<file path="config.mk">
export PLATFORM = sky130hd
export DESIGN_NAME = mips_multicycle_control
export DESIGN_NICKNAME = d
export VERILOG_FILES = /design/src/rtl/mips_multicycle_control.sv
export SDC_FILE = /design/constraint.sdc
export NUM_CORES = 1
export LEC_CHECK = 0
export CAP_MARGIN = 20
export CORE_MARGIN = 3
export CORE_UTILIZATION = 34
export CTS_BUF_LIST = sky130_fd_sc_hd__clkbuf_4 sky130_fd_sc_hd__clkbuf_8
export DETAILED_ROUTE_END_ITERATION = 7
export GPL_TIMING_DRIVEN = 0
export HOLD_SLACK_MARGIN = 0.08
export PLACE_DENSITY = 0.82
export RECOVER_POWER = 50
export SYNTH_ARGS = -nofsm -noshare
export SYNTH_HDL_FRONTEND = slang
export SYNTH_SLANG_ARGS = --single-unit
</file>
<file path="constraint.sdc">
create_clock -name clk -period 1.2 [get_ports clk]
set_input_delay 0.24 -clock clk [delete_from_list [all_inputs] [get_ports clk]]
set_output_delay 0.24 -clock clk [all_outputs]
set_load 0.01 [all_outputs]
</file>
<file path="src/rtl/mips_multicycle_control.sv">
// mips_multicycle_control: multi-cycle MIPS control FSM (define MIPS_CTRL_JUMP_EN to decode j)
module mips_multicycle_control (
    input  logic       clk,
    input  logic       rst_n,
    input  logic [5:0] opcode,
    input  logic       mem_ready,
    output logic       write_enable,
    output logic       write_memory,
    output logic       read_memory,
    output logic       branch,
    output logic [1:0] aluop,
    output logic       pc_write,
    output logic       ir_write,
    output logic       iord,
    output logic       mem_to_reg,
    output logic       reg_dst,
    output logic       alu_src_a,
    output logic [1:0] alu_src_b,
    output logic [1:0] pc_src,
    output logic       illegal_op,
    output logic [3:0] state
);
    typedef enum logic [3:0] {
        IDLE      = 4'd0,
        FETCH     = 4'd1,
        DECODE    = 4'd2,
        MEM_ADDR  = 4'd3,
        MEM_READ  = 4'd4,
        WB_MEM    = 4'd5,
        MEM_WRITE = 4'd6,
        EXEC_R    = 4'd7,
        WB_R      = 4'd8,
        BRANCH    = 4'd9,
        JUMP      = 4'd10
    } state_t;

    localparam logic [5:0] OP_R   = 6'b000000;
    localparam logic [5:0] OP_LW  = 6'b100011;
    localparam logic [5:0] OP_SW  = 6'b101011;
    localparam logic [5:0] OP_BEQ = 6'b000100;
    localparam logic [5:0] OP_J   = 6'b000010;

    state_t state_q, state_d;
    logic   run_q;
    logic   legal;

`ifdef MIPS_CTRL_JUMP_EN
    assign legal = opcode inside {OP_R, OP_LW, OP_SW, OP_BEQ, OP_J};
`else
    assign legal = opcode inside {OP_R, OP_LW, OP_SW, OP_BEQ};
`endif

    // next-state selection; run_q holds IDLE one extra cycle after reset release
    always_comb begin
        state_d = FETCH;
        case (state_q)
            IDLE:      state_d = run_q ? FETCH : IDLE;
            FETCH:     state_d = mem_ready ? DECODE : FETCH;
            DECODE:    state_d = opcode == OP_R ? EXEC_R :
                                 (opcode == OP_LW || opcode == OP_SW) ? MEM_ADDR :
                                 opcode == OP_BEQ ? BRANCH :
`ifdef MIPS_CTRL_JUMP_EN
                                 opcode == OP_J ? JUMP :
`endif
                                 FETCH;
            MEM_ADDR:  state_d = opcode == OP_LW ? MEM_READ : MEM_WRITE;
            MEM_READ:  state_d = mem_ready ? WB_MEM : MEM_READ;
            MEM_WRITE: state_d = mem_ready ? FETCH : MEM_WRITE;
            EXEC_R:    state_d = WB_R;
            default:   state_d = FETCH;
        endcase
    end

    // state register with asynchronous reset to IDLE
    always_ff @(posedge clk or negedge rst_n) begin
        if (!rst_n) begin
            state_q <= IDLE;
            run_q   <= 1'b0;
        end else begin
            state_q <= state_d;
            run_q   <= 1'b1;
        end
    end

    // Moore output decode; only FETCH strobes and the DECODE illegal flag see inputs
    always_comb begin
        write_enable = 1'b0;
        write_memory = 1'b0;
        read_memory  = 1'b0;
        branch       = 1'b0;
        aluop        = 2'b00;
        pc_write     = 1'b0;
        ir_write     = 1'b0;
        iord         = 1'b0;
        mem_to_reg   = 1'b0;
        reg_dst      = 1'b0;
        alu_src_a    = 1'b0;
        alu_src_b    = 2'b00;
        pc_src       = 2'b00;
        illegal_op   = 1'b0;
        case (state_q)
            FETCH: begin
                read_memory = 1'b1;
                alu_src_b   = 2'b01;
                ir_write    = mem_ready;
                pc_write    = mem_ready;
            end
            DECODE: begin
                alu_src_b  = 2'b11;
                illegal_op = !legal;
            end
            MEM_ADDR: begin
                alu_src_a = 1'b1;
                alu_src_b = 2'b10;
            end
            MEM_READ: begin
                read_memory = 1'b1;
                iord        = 1'b1;
            end
            WB_MEM: begin
                write_enable = 1'b1;
                mem_to_reg   = 1'b1;
            end
            MEM_WRITE: begin
                write_memory = 1'b1;
                iord         = 1'b1;
            end
            EXEC_R: begin
                alu_src_a = 1'b1;
                aluop     = 2'b10;
            end
            WB_R: begin
                write_enable = 1'b1;
                reg_dst      = 1'b1;
            end
            BRANCH: begin
                alu_src_a = 1'b1;
                aluop     = 2'b01;
                branch    = 1'b1;
                pc_src    = 2'b01;
            end
`ifdef MIPS_CTRL_JUMP_EN
            JUMP: begin
                pc_write = 1'b1;
                pc_src   = 2'b10;
            end
`endif
            default: ;
        endcase
    end

    assign state = state_q;
endmodule

</file>
==> impl_metrics.tcl <==
set metrics [dict create \
    status "complete, but fails checks" \
    numCtsBuffers 3 \
    synth.avg_cell_area_sq_um 8.37 \
    grt_setup_unrepaired "yes" \
    crit_slowest_cell "dfrtp_2" \
    clock_path_buffers 2 \
    start_util_pct 38.0 \
    max_freq_mhz 597 \
    worstReg2RegEnd "state[3]" \
    timing_hold_violations_final 0 \
    crit_chain "buf_6, buf_12, nor4b_4, buf_4, buf_6" \
    synth.most_common_cell "nor2_1" \
    drt-met1-wl_microns 879 \
    crit_type "register to output pin" \
    cts_tree "yes" \
    htree_num_levels 1 \
    synth-seq-cells 5 \
    vias_per_cell 5.37 \
    end_kind "output pin" \
    r2r-start "state[2]" \
    worstRegToRegCells 6 \
    clk_pin_slew_ns 0.05 \
    io-pin-count 30 \
    antenna_left 0 \
    critPathBufInv 4 \
    synth_edf_count 0 \
    synth_area_sq_um 519 \
    io_buffers 28 \
    overflow 0 \
    cts_sinks 5 \
    gr-usage-all-layers_pct 20.4 \
    reg2reg_slack_ns -0.35 \
    drtIter0Drc 4 \
    synthesis.nets 71 \
    drive_gt1_share_pct 78.6 \
    place_congestion 0.734 \
    grt_pass1_wl_microns 2980 \
    via_count 709 \
    worstSetupStartpoint "state[2]" \
    fin_ws_ns -0.474 \
    power_uw 2680 \
    cp_max_fo 8 \
    core_area_sq_um 1370 \
    synth_top_cells_by_count "10 x nor2_1, 5 x dfrtp_1, 5 x nor3_1, 4 x buf_4, 4 x nand2b_1" \
    setup_violations 20 \
    synth_area_leaders "dfrtp_1 24%, nor2_1 7.2%, buf_4 5.8%, nand2b_1 4.8%, nor3_1 4.8%" \
    wl_met3_microns 163 \
    highest_layer "met4" \
    hp-class "primary input to async pin" \
    power_leakage_uw 0.000558 \
    die_area_sq_um 2030 \
    async_reset_ff_share_pct 100 \
    dpl.hpwl_microns 1100 \
    synth.top_cell.area_share_pct 24.1 \
    clk_latency_ns 0.25 \
    die_w_microns 45.1 \
    cellPowerDensity_nw_per_um2 2180 \
    fill_cells 60 \
    synth_top_area_cell "dfrtp_1" \
    met2_length_microns 1160 \
    rows 13 \
    fin_skew_ns 0.00934 \
    path_delay_family "buffers and inverters" \
    ys_seq_area_share_pct 24.1 \
    required_ns 0.96 \
    drc 0 \
    hold_buffers 0 \
    ir_worst_vdd_v 0.00177 \
    grt_pass1_vias 648 \
    cap_violations 0 \
    final.period_utilization_pct 140 \
    critPathArrivalTime_ns 1.43 \
    antenna_found_initial 0 \
    start_kind "register" \
    critPathMostFrequentCell "buf_6" \
    fin_crit_ns 1.67 \
    critical-path-max-stage-delay_ns 0.42 \
    grt_max_degree 11 \
    syn_inst 62 \
    final_core_util_pct 90.2 \
    pre_cts_ws_ns -1.05 \
    layout.nets 127 \
    whs_ns 0.274 \
    ys.warnings.count 0 \
    syn_to_final_growth_pct 137 \
    wl_per_cell_microns 17.3 \
    root_buffer "clkbuf_4" \
    die_y_microns 45.1 \
    routed_wl_microns 2290 \
    ys_types 32 \
    drv_slew 0 \
    num_antenna_cells 0 \
    ys.flop_type "dfrtp_1" \
    violations "negative setup slack" \
    dr.pass1.iters 4 \
]
-- registers in the layout, indices dropped and copies added (netlist names) --
| signal | cells |
|---|---|
| state | 4 |
| run_q | 1 |
-- placed cells by master, fill, tap and decap left out, drive strengths merged, types with 2 or more instances in the layout --
master,n
nor4,2
clkbuf,6
dfrtp,5
buf,52
clkdlybuf4s50,2
conb,2
nand2b,4
nor2,10
nor4b,3
a211oi,2
nor2b,3
nor3,5
-- cells by family after synthesis --
family | synth area share (%)
AOI/OAI and AO/OA | 15.2
xor gates and xnor gates | 1.69
buffers and inverters | 11.6
DFF | 24.1
muxes | 4.10
other | 1.45
and+or+nand+nor | 41.9
-- per-layer routing --
metal / GRT usage, % / vias to the layer above
met2: 38.1 / 38
met4: 5.26 / 0
met5: 0 / -
met1: 22.6 / 331
li1: - / 332
met3: 5.18 / 8
-- worst max-delay path by stage --
stage	endpoint	slack (ns)	cells past startpoint
floorplan	pc_write	-0.16	3
global placement	illegal_op	-1.04	5
detailed placement	illegal_op	-1.05	5
CTS	write_enable	-0.45	5
global route	pc_write	-0.57	5
finish	pc_write	-0.47	5
-- repair_timing --
action,CTS,global route
pin swaps,8,13
buffers inserted,15,8
gates resized for setup,108,38
endpoints found under the setup margin,24,24
-- final cells by class --
cell class                 count  area, sq um  share of cell area (%)
multi-input combinational     48          539                    43.8
sequential                     5          126                    10.3
tap                           15         18.8                    1.52
timing repair buffer          51          419                    34.0
inverter                       1         3.75                   0.305
buffer                         8         95.1                    7.72
clock buffer                   4         30.0                    2.44
-- worst reg2reg max path, cell delays in order, from the launching register on --
cell	delay (ns)
dfrtp_2	0.42
buf_6	0.12
buf_12	0.14
buf_6	0.12
nor4b_2	0.28
a22oi_1	0.16
nor3_2	0.21
-- power breakdown --
group          leakage [uW]  internal [uW]  switching (uW)
combinational      0.000477           1190            1000
sequential        0.0000621            218            40.6
clock             0.0000184            149            75.9
total              0.000558           1560            1120
-- per-stage QoR --
step                      instance area [sq um]  instances  setup TNS, ns
after floorplan                             589         62         -0.798
after global placement                      888        105          -9.27
after detailed placement                    888        105          -9.65
after CTS                                  1050        124          -5.87
after global routing                       1230        132          -8.02
final                                      1230        132          -7.03
Note: power is estimated with default switching activity, not from simulation.
